File: config.mk
export PLATFORM = sky130hd
export DESIGN_NAME = fetch_queue
export DESIGN_NICKNAME = d
export VERILOG_FILES = /design/src/rtl/fetch_queue.sv
export SDC_FILE = /design/constraint.sdc
export NUM_CORES = 1
export LEC_CHECK = 0
export ABC_AREA = 0
export CAP_MARGIN = 20
export CORE_ASPECT_RATIO = 0.9
export CORE_MARGIN = 3
export CORE_UTILIZATION = 39
export DETAILED_ROUTE_END_ITERATION = 7
export GPL_TIMING_DRIVEN = 0
export PLACE_DENSITY_LB_ADDON = 0.1
export SLEW_MARGIN = 10
export SYNTH_ARGS = -nofsm -noshare
export SYNTH_HDL_FRONTEND = slang
export SYNTH_SLANG_ARGS = --single-unit
File: constraint.sdc
create_clock -name clock -period 4.3 [get_ports clock]
set_input_delay 0.86 -clock clock [delete_from_list [all_inputs] [get_ports clock]]
set_output_delay 0.86 -clock clock [all_outputs]
set_load 0.05 [all_outputs]
File: src/rtl/fetch_queue.sv
// fetch_queue: instruction fetch stage in front of the decoder.
// Owns the fetch PC, keeps at most one word request outstanding to
// instruction memory, buffers responses in a small in-order queue and
// presents {PC, instruction} to decode under a valid/ready handshake.
// A redirect from decode flushes the queue and discards any stale response.
//
// Optional feature macro: FETCH_MISALIGN_CHECK_EN
//   defined   -> adds misaligned_fault; a redirect to a non-word-aligned
//                target sets it sticky and stops all further fetching.
//   undefined -> the low two bits of a redirect target are cleared.
module fetch_queue #(
    parameter int unsigned            ADDRESS_BITS = 16,
    parameter logic [ADDRESS_BITS-1:0] RESET_PC    = '0,
    parameter int unsigned            QUEUE_DEPTH  = 2
) (
    input  logic                    clock,
    input  logic                    reset,
    input  logic                    next_PC_select,
    input  logic [ADDRESS_BITS-1:0] target_PC,
    input  logic                    decode_ready,
    output logic                    imem_req,
    output logic [ADDRESS_BITS-1:0] imem_addr,
    input  logic                    imem_rvalid,
    input  logic [31:0]             imem_rdata,
    output logic                    valid,
    output logic [ADDRESS_BITS-1:0] PC,
    output logic [31:0]             instruction
`ifdef FETCH_MISALIGN_CHECK_EN
    ,output logic                   misaligned_fault
`endif
);

    localparam int unsigned PTR_W = $clog2(QUEUE_DEPTH);
    localparam int unsigned CNT_W = $clog2(QUEUE_DEPTH) + 1;
    localparam logic [CNT_W:0] DEPTH_L = (CNT_W + 1)'(QUEUE_DEPTH);
    localparam logic [31:0] NOP = 32'h0000_0013;
    localparam logic [ADDRESS_BITS-1:0] ALIGN_MASK = ~(ADDRESS_BITS'(3));
    localparam logic [ADDRESS_BITS-1:0] WORD_STEP = ADDRESS_BITS'(4);

    typedef enum logic [1:0] {
        IDLE = 2'd0,   // nothing outstanding
        WAIT = 2'd1,   // one live request outstanding
        KILL = 2'd2    // one stale request outstanding, its response is dropped
    } state_t;

    state_t state;
    state_t next_state;

    logic [ADDRESS_BITS-1:0] fpc;
    logic [ADDRESS_BITS-1:0] req_pc;
    logic [ADDRESS_BITS-1:0] q_addr [QUEUE_DEPTH];
    logic [31:0]             q_word [QUEUE_DEPTH];
    logic [PTR_W-1:0]        head;
    logic [PTR_W-1:0]        tail;
    logic [CNT_W-1:0]        count;

    logic                    halted;
    logic                    response_due;
    logic [CNT_W:0]          occupancy;
    logic                    room;
    logic                    issue;
    logic                    push;
    logic                    pop;
    logic                    has_entry;
    logic [ADDRESS_BITS-1:0] redirect_pc;

    assign redirect_pc  = target_PC & ALIGN_MASK;
    assign response_due = (state != IDLE) && imem_rvalid;

    // A response landing this cycle already claims a slot; a same-cycle pop
    // is deliberately not credited, so issue never depends on decode_ready.
    assign occupancy = {1'b0, count} + (CNT_W + 1)'(state == WAIT && imem_rvalid);
    assign room      = occupancy < DEPTH_L;

    // Gating by reset keeps the request strobe and head outputs quiet
    // during the reset cycle itself, before the state registers clear.
    assign issue     = reset && !halted && room && !next_PC_select &&
                       ((state == IDLE) || response_due);
    assign push      = reset && (state == WAIT) && imem_rvalid && !next_PC_select;
    assign has_entry = reset && (count != '0);
    assign pop       = has_entry && decode_ready && !next_PC_select;

    assign imem_req    = issue;
    assign imem_addr   = fpc;
    assign valid       = has_entry;
    assign PC          = has_entry ? q_addr[head] : '0;
    assign instruction = has_entry ? q_word[head] : NOP;

`ifdef FETCH_MISALIGN_CHECK_EN
    // Sticky fault on a redirect to a non-word-aligned target.
    always_ff @(posedge clock) begin
        if (!reset) begin
            halted <= 1'b0;
        end else if (next_PC_select && (target_PC[1:0] != 2'b00)) begin
            halted <= 1'b1;
        end
    end

    assign misaligned_fault = halted;
`else
    assign halted = 1'b0;
`endif

    // Next-state logic for the outstanding-request tracker.
    always_comb begin
        next_state = state;
        if (next_PC_select) begin
            next_state = ((state != IDLE) && !imem_rvalid) ? KILL : IDLE;
        end else if (issue) begin
            next_state = WAIT;
        end else if (response_due) begin
            next_state = IDLE;
        end
    end

    // State register for the outstanding-request tracker.
    always_ff @(posedge clock) begin
        if (!reset) begin
            state <= IDLE;
        end else begin
            state <= next_state;
        end
    end

    // Fetch PC and the address of the request currently in flight.
    always_ff @(posedge clock) begin
        if (!reset) begin
            fpc    <= RESET_PC;
            req_pc <= '0;
        end else if (next_PC_select) begin
            fpc <= redirect_pc;
        end else if (issue) begin
            fpc    <= fpc + WORD_STEP;
            req_pc <= fpc;
        end
    end

    // Queue pointers and occupancy; a redirect empties the queue in one step.
    always_ff @(posedge clock) begin
        if (!reset) begin
            head  <= '0;
            tail  <= '0;
            count <= '0;
        end else if (next_PC_select) begin
            head  <= tail;
            count <= '0;
        end else begin
            if (push) begin
                tail <= tail + PTR_W'(1);
            end
            if (pop) begin
                head <= head + PTR_W'(1);
            end
            case ({push, pop})
                2'b10:   count <= count + CNT_W'(1);
                2'b01:   count <= count - CNT_W'(1);
                default: count <= count;
            endcase
        end
    end

    // Queue storage: each entry holds the request address and returned word.
    always_ff @(posedge clock) begin
        if (push) begin
            q_addr[tail] <= req_pc;
            q_word[tail] <= imem_rdata;
        end
    end

endmodule

==> results by group, run 1 <==
Layout
  • Fin util: between 50% and 60%
  • Layout fillers: between 1000 and 1500
  • Net count, final: between 500 and 600
  • Share of cells above drive strength 1: ~7.8%
  • Non-Filler Instances: about 710
  • Antenna Cells: 0
  • Layout area overhead: 39.9%

Logic synthesis
  • Seq/Total Area, Yosys: between 60% and 70%
  • Synth unique cells: 40
  • Synth Warn #: 0
  • Area contributors post-synth: edfxtp_1 (54%), dfxtp_1 (14%), mux2i_1 (9.3%)
  • Top-area cell type share of the netlist area: 54.4%
  • Synthesized area: 5080 um2
  • Area leader, netlist: edfxtp_1
  • Syn_area_per_cell: roughly 13 um2
  • Cells after Synth: between 400 and 500
  • Seq cells post-synth: ~130

Timing
  • Setup ws final: about 200 ps
  • Worst slew margin: between 40% and 50%
  • RSZ-0062 raised after global routing: false
  • F_max: roughly 240 MHz
  • Crit share post-route: a little over nine tenths
  • Slew @ Worst Pin: 762 ps
  • Skew final: around 11 ps
  • Setup-failing EPs final: 0
  • Min cycle time layout: between 4000 and 5000 ps
  • Final Slew Violations: 0
  • Final hold violations: 0
  • Setup TNS: 0 ps

Setup path
  • Critical Path End Type: primary output
  • Crit path kind: in2out
  • Critical Path Fanout Max: 10
  • Worst path required time: 3440 ps
  • CP arrival: approximately 3200 ps
  • Crit start category: input pin

Power
  • Maximum vdd ir drop: around 270 uV
  • Clk pwr share: approximately 48%
  • Psw: 0.610 mW
  • Sw Share: 20.5%
  • Logic pwr share: around 6.3%
  • Leak: roughly 2.3 nW
  • Pwr per Cell Area: around 420 nW/um2
  • Register share of total power: 45.3%
  • Power Total: approximately 3.0 mW
  • Internal power: about 2.4 mW

GRT
  • Initial antenna violation count: 0
  • Met3 GRT Util: 5.08%
  • Most Crowded Layer GR: met2
  • Met1 Use GR: just over 20%
  • Via count of the first global-routing pass: 3533
  • Pin count of the biggest net entering global routing: 29
  • First-pass GRT wire length: between 15000 and 20000 um
  • Overflow after GRT: 0
  • Tot GR Track Use: between 10% and 20%
  • Met2 Use GR: 26.1%

Job
  • Max-cap violation count: 0

Die
  • I/O pins: between 100 and 150
  • Die W: between 100 and 150 um
  • Core area: ~12000 um2
  • Die Footprint: 14400 um2
  • Starting Density: between 40% and 50%
  • Core Rows: 38
  • Die outline height: 114 um

Detailed routing
  • DR DRC count: 0
  • Routed vias: 3479
  • Initial drt markers: around 190
  • Routed length per placed instance: ~16 um
  • Routed vias/inst: slightly below 5
  • ANT nets after route: 0
  • Detailed Routing Iterations Pass 1: 4
  • Routed WL: 11300 um

Clock network
  • Worst-path clk slew: around 50 ps
  • Clk sinks: around 130
  • Depth of the CTS H-tree: 4
  • Post-CTS Setup Inserts: 0
  • Skew-Pair Late Insertion Delay: approximately 400 ps
  • Num CTS Buffers: 17
  • CTS tree: done
  • Clock buffer depth: 2
  • Root Buffer: clkbuf_16

Place
  • PortBufs: ~110
  • Pre-CTS WS: -50.1 ps
  • Routability cong.: 0.785
  • Dpl cells: around 680
  • Final HPWL DP: about 7800 um

Outcome
  • Status: finished clean

Min path
  • Worst min path class: reg2reg
[synthesized netlist by cell type]
cell,n
edfxtp_1,92
nor2_1,54
mux2i_1,47
nand2_1,44
dfxtp_1,35
a21oi_1,26
clkbuf_1,12
o21ai_0,11
xnor2_1,10
inv_1,9
nor3_1,6
buf_4,5
buf_1,4
buf_2,4
nand3_1,4
o21a_1,3
or3_1,3
or4_1,3
a31oi_1,2
and2_1,2
ha_1,2
nand2b_1,2
nand4_1,2
nor3b_1,2
nor4_1,2
o311a_1,2
o41ai_1,2
a211oi_1,1
a311oi_1,1
and3_1,1
and4_1,1
conb_1,1
nand2b_2,1
nor4b_1,1
o21ai_1,1
o311ai_0,1
o31a_1,1
o31ai_1,1
or2_2,1
xor2_1,1
[stage by stage]
| stage | hold slack (ps) | cell area (um2) |
|---|---|---|
| 2_1_floorplan | 425 | 5090 |
| 3_3_place_gp | 434 | 6410 |
| 3_5_place_dp | 445 | 6500 |
| 4_1_cts | 458 | 7110 |
| 5_1_grt | 468 | 7110 |
| 6_report | 449 | 7110 |
[path summary, 6_finish.rpt]
kind	cells past startpoint	from	endpoint	slack (ps)
worst min-delay path	0	req_pc[12]	q_addr[0][12]	450
worst max register to register	4	state[0]	q_word[1][11]	2270
worst min register to register	0	req_pc[12]	q_addr[0][12]	450
worst max-delay path	7	reset	imem_req	200
[power by group through the flow]
| stage | Combinational, mW | Clock [mW] | Sequential [mW] |
|---|---|---|---|
| 2_1_floorplan | 0.0676 | 0 | 1.40 |
| 3_3_place_gp | 0.182 | 0 | 1.37 |
| 3_5_place_dp | 0.187 | 0 | 1.37 |
| 4_1_cts | 0.188 | 1.47 | 1.35 |
| 5_1_grt | 0.202 | 1.53 | 1.35 |
| 6_report | 0.187 | 1.44 | 1.35 |
[critical path: stages]
cell	delay [ps]
clkdlybuf4s50_1	670
nand2b_2	200
or3_1	370
buf_2	210
inv_1	160
buf_4	200
dlygate4sd2_1	550
[layout by cell type (no fill, tap or decap), drive strengths merged, types with 3 or more instances in the layout]
cell type and instances:
bufinv 4, clkbuf 30, nand2b 3, o21a 3
nor2 54, buf 16, o21ai 12, xnor2 10
nand3 4, dfxtp 35, clkinv 8, conb 4
nor3 6, or3 3, or4 3, inv 9
clkdlybuf4s50 111, a21oi 26, mux2i 47, edfxtp 92
nand2 44
[sequential cells by signal, summed over array words and instances (netlist names), named ones only]
register,count
state,2
req_pc,14
count,2
tail,1
q_addr,28
imem_addr,14
q_word,64
head,1
[routing by layer]
layer / part of all wire [%] / wire, um
met5: 0 / 0
met4: 0.44 / 49
met3: 6.0 / 675
met2: 48 / 5370
met1: 46 / 5170
[cells by family after synthesis]
family / synth area share [%]
fa+ha+maj: 0.493
compound gates: 5.99
other cells: 0.0739
buf+inv: 2.98
flops: 68.2
xor+xnor: 1.90
simple gates: 11.1
mux: 9.27
[what timing repair did]
| action | CTS | global route |
|---|---|---|
| endpoints found under the setup margin | 10 | 0 |
| resized for setup | 2 | 0 |
| hold buffers | 0 | 0 |
[final cells by class]
| type | instances | area (um2) | share of cell area [%] |
|---|---|---|---|
| clock buffers | 18 | 429 | 6.04 |
| flip-flops and latches | 127 | 3460 | 48.7 |
| clock inverters | 14 | 173 | 2.43 |
| repair buffers | 115 | 1200 | 16.9 |
| plain buffers | 25 | 118 | 1.66 |
| multi-input cells | 245 | 1490 | 20.9 |
| inverters | 9 | 33.8 | 0.475 |
| well taps | 160 | 200 | 2.82 |
Note: power is estimated with default switching activity, not from simulation.
==> inputs of run 2 (changes only) <==
- HOLD_SLACK_MARGIN: default -> 0.03
- clock period: 4.3 -> 4.6 ns (I/O delays scaled with it)
==> run 2 against run 1 <==
Net effect:
- worst hold slack improved by 5.1 ps
- first-iteration DRC count increased by 2.1%
- sequential share of layout area unchanged
- clock power decreased by 6%
- worst setup slack got worse by 38 ps
- utilization unchanged
- register-to-register slack improved by 290 ps
- die area unchanged
- cell count unchanged
- total power decreased by 6.6%
- largest cell class unchanged
==> results by group, run 2 (same netlist as run 1, synthesis figures left out) <==
Outcome
  • Status: finished clean

Place
  • PortBufs: about 110
  • Final HPWL DP: approximately 7800 um
  • Dpl cells: 681
  • Placed Area: roughly 6500 um2
  • Routability cong.: just under 0.8

Layout
  • Most frequent cells in the layout: clkdlybuf4s50_1 (111), edfxtp_1 (92), nor2_1 (53)
  • Largest Register: q_word
  • Non-Filler Instances: between 700 and 800
  • Net count, final: about 600
  • Max reg flops: 64
  • Fin util: between 50% and 60%
  • Commonest non-fill, non-tap cell in the layout: clkdlybuf4s50_1
  • Biggest regs: q_word (64), q_addr (28)
  • Share of cells above drive strength 1: about 7.6%
  • Antenna Cells: 0
  • Design area: slightly above 7000 um2
  • Layout area overhead: 39.9%

Timing
  • Slew @ Worst Pin: about 1100 ps
  • RSZ-0062 raised after global routing: false
  • Skew final: approximately 9.9 ps
  • Setup-failing EPs final: 0
  • Final hold violations: 0
  • Setup TNS: 0 ps
  • Crit share post-route: a little over nine tenths
  • Final Slew Violations: 0
  • Min cycle time layout: approximately 4400 ps
  • F_max: ~230 MHz
  • Worst slew margin: approximately 28%

Clock network
  • CTS tree: done
  • Num CTS Buffers: 17
  • Skew-Pair Late Insertion Delay: 400 ps
  • # hold bufs at CTS: 0
  • Depth of the CTS H-tree: 4
  • Clock buffer depth: 2
  • Worst-path clk slew: 50 ps
  • Clk sinks: between 100 and 150
  • Root Buffer: clkbuf_16

GRT
  • Met3 GRT Util: approximately 5.1%
  • Via count of the first global-routing pass: 3533
  • Overflow after GRT: 0
  • Tot GR Track Use: between 10% and 20%
  • Met2 Use GR: between 20% and 30%
  • Met1 Use GR: about a fifth
  • Most Crowded Layer GR: met2
  • First-pass GRT wire length: around 18000 um
  • Pin count of the biggest net entering global routing: 29
  • Initial antenna violation count: 0

Setup path
  • Worst reg2reg path depth: 4
  • Worst R2R Setup Slack: 2560 ps
  • Critical Path End Type: primary output
  • Crit start category: input pin
  • Crit path kind: in2out
  • Crit Reg-Reg Startpoint: state[0]
  • Worst path required time: between 3000 and 4000 ps
  • CP arrival: 3520 ps
  • R2r endpoint: q_word[1][11]
  • Critical Path Fanout Max: 10

Job
  • Max-cap violation count: 0

Detailed routing
  • ANT nets after route: 0
  • Routed length per placed instance: roughly 16 um
  • Routed vias/inst: between 4 and 5
  • Routed vias: roughly 3500
  • Detailed Routing Iterations Pass 1: 4
  • DR DRC count: 0
  • Routed WL: 11200 um
  • Initial drt markers: between 150 and 200

Power
  • Leak: roughly 2.3 nW
  • Maximum vdd ir drop: 248 uV
  • Pwr per Cell Area: 392 nW/um2

Die
  • Core Rows: 38
  • Starting Density: about two fifths
  • I/O pins: 119
  • Die Footprint: approximately 14000 um2
  • Die W: 126 um
  • Core area: roughly 12000 um2
  • Die outline height: 114 um

Min path
  • Min-delay src: req_pc[12]
  • Worst min path class: reg2reg
  • Worst hold stages: 0
  • WHS Endpoint: q_addr[0][12]
-- run 2: critical path, stage by stage --
cell	delay [ps]
clkdlybuf4s50_1	570
o21ai_1	650
clkbuf_1	480
nor2_1	150
clkdlybuf4s50_1	730
-- run 2: metal layers --
layer | share of wire, % | vias up
met1 | 46 | 1646
li1 | - | 1717
met4 | 0.44 | 0
met3 | 5.8 | 4
met5 | 0 | -
met2 | 48 | 109
-- run 2: power by group --
| group | internal, mW | total, mW | leakage [nW] | switching [mW] |
|---|---|---|---|---|
| Sequential | 1.24 | 1.26 | 1.12 | 0.0200 |
| Combinational | 0.0793 | 0.175 | 0.905 | 0.0954 |
| Clock | 0.895 | 1.35 | 0.287 | 0.453 |
| Total | 2.22 | 2.78 | 2.31 | 0.568 |
-- run 2: area by class of cell --
| cell class | count | area, um2 |
|---|---|---|
| plain buffers | 25 | 118 |
| clock buffers | 18 | 429 |
| clock inverters | 14 | 173 |
| fillers | 1020 | 5260 |
| inverters | 9 | 33.8 |
| multi-input cells | 245 | 1480 |
| flip-flops and latches | 127 | 3460 |
| well taps | 160 | 200 |
| repair buffers | 115 | 1210 |
-- run 2: timing repair --
item | CTS | global route
setup buffers | 0 | 0
setup endpoints to repair | 0 | 1
resized for setup | 0 | 1
-- run 2: how the worst max path moves through the flow --
| stage | start | end | slack [ps] | cells past startpoint |
|---|---|---|---|---|
| after floorplan | next_PC_select | q_addr[0][10] | 690 | 4 |
| after global placement | reset | q_word[0][2] | -1310 | 5 |
| after detailed placement | reset | imem_req | 130 | 7 |
| after CTS | reset | imem_req | 110 | 7 |
| after global routing | reset | PC[6] | 10 | 5 |
| final | reset | PC[6] | 160 | 5 |
-- run 2: metrics by stage --
stage	setup WS [ps]	hold slack, ps	total power [mW]
after floorplan	688	425	1.37
after global placement	-1310	434	1.46
after detailed placement	130	445	1.46
after CTS	110	458	2.81
after global routing	13.5	468	2.89
final	163	454	2.78
==> inputs of run 3 (changes only) <==
- CAP_MARGIN: 20 -> default
==> results of run 3 <==
No change in the layout: final DEF, timing and power equal those of run 2.
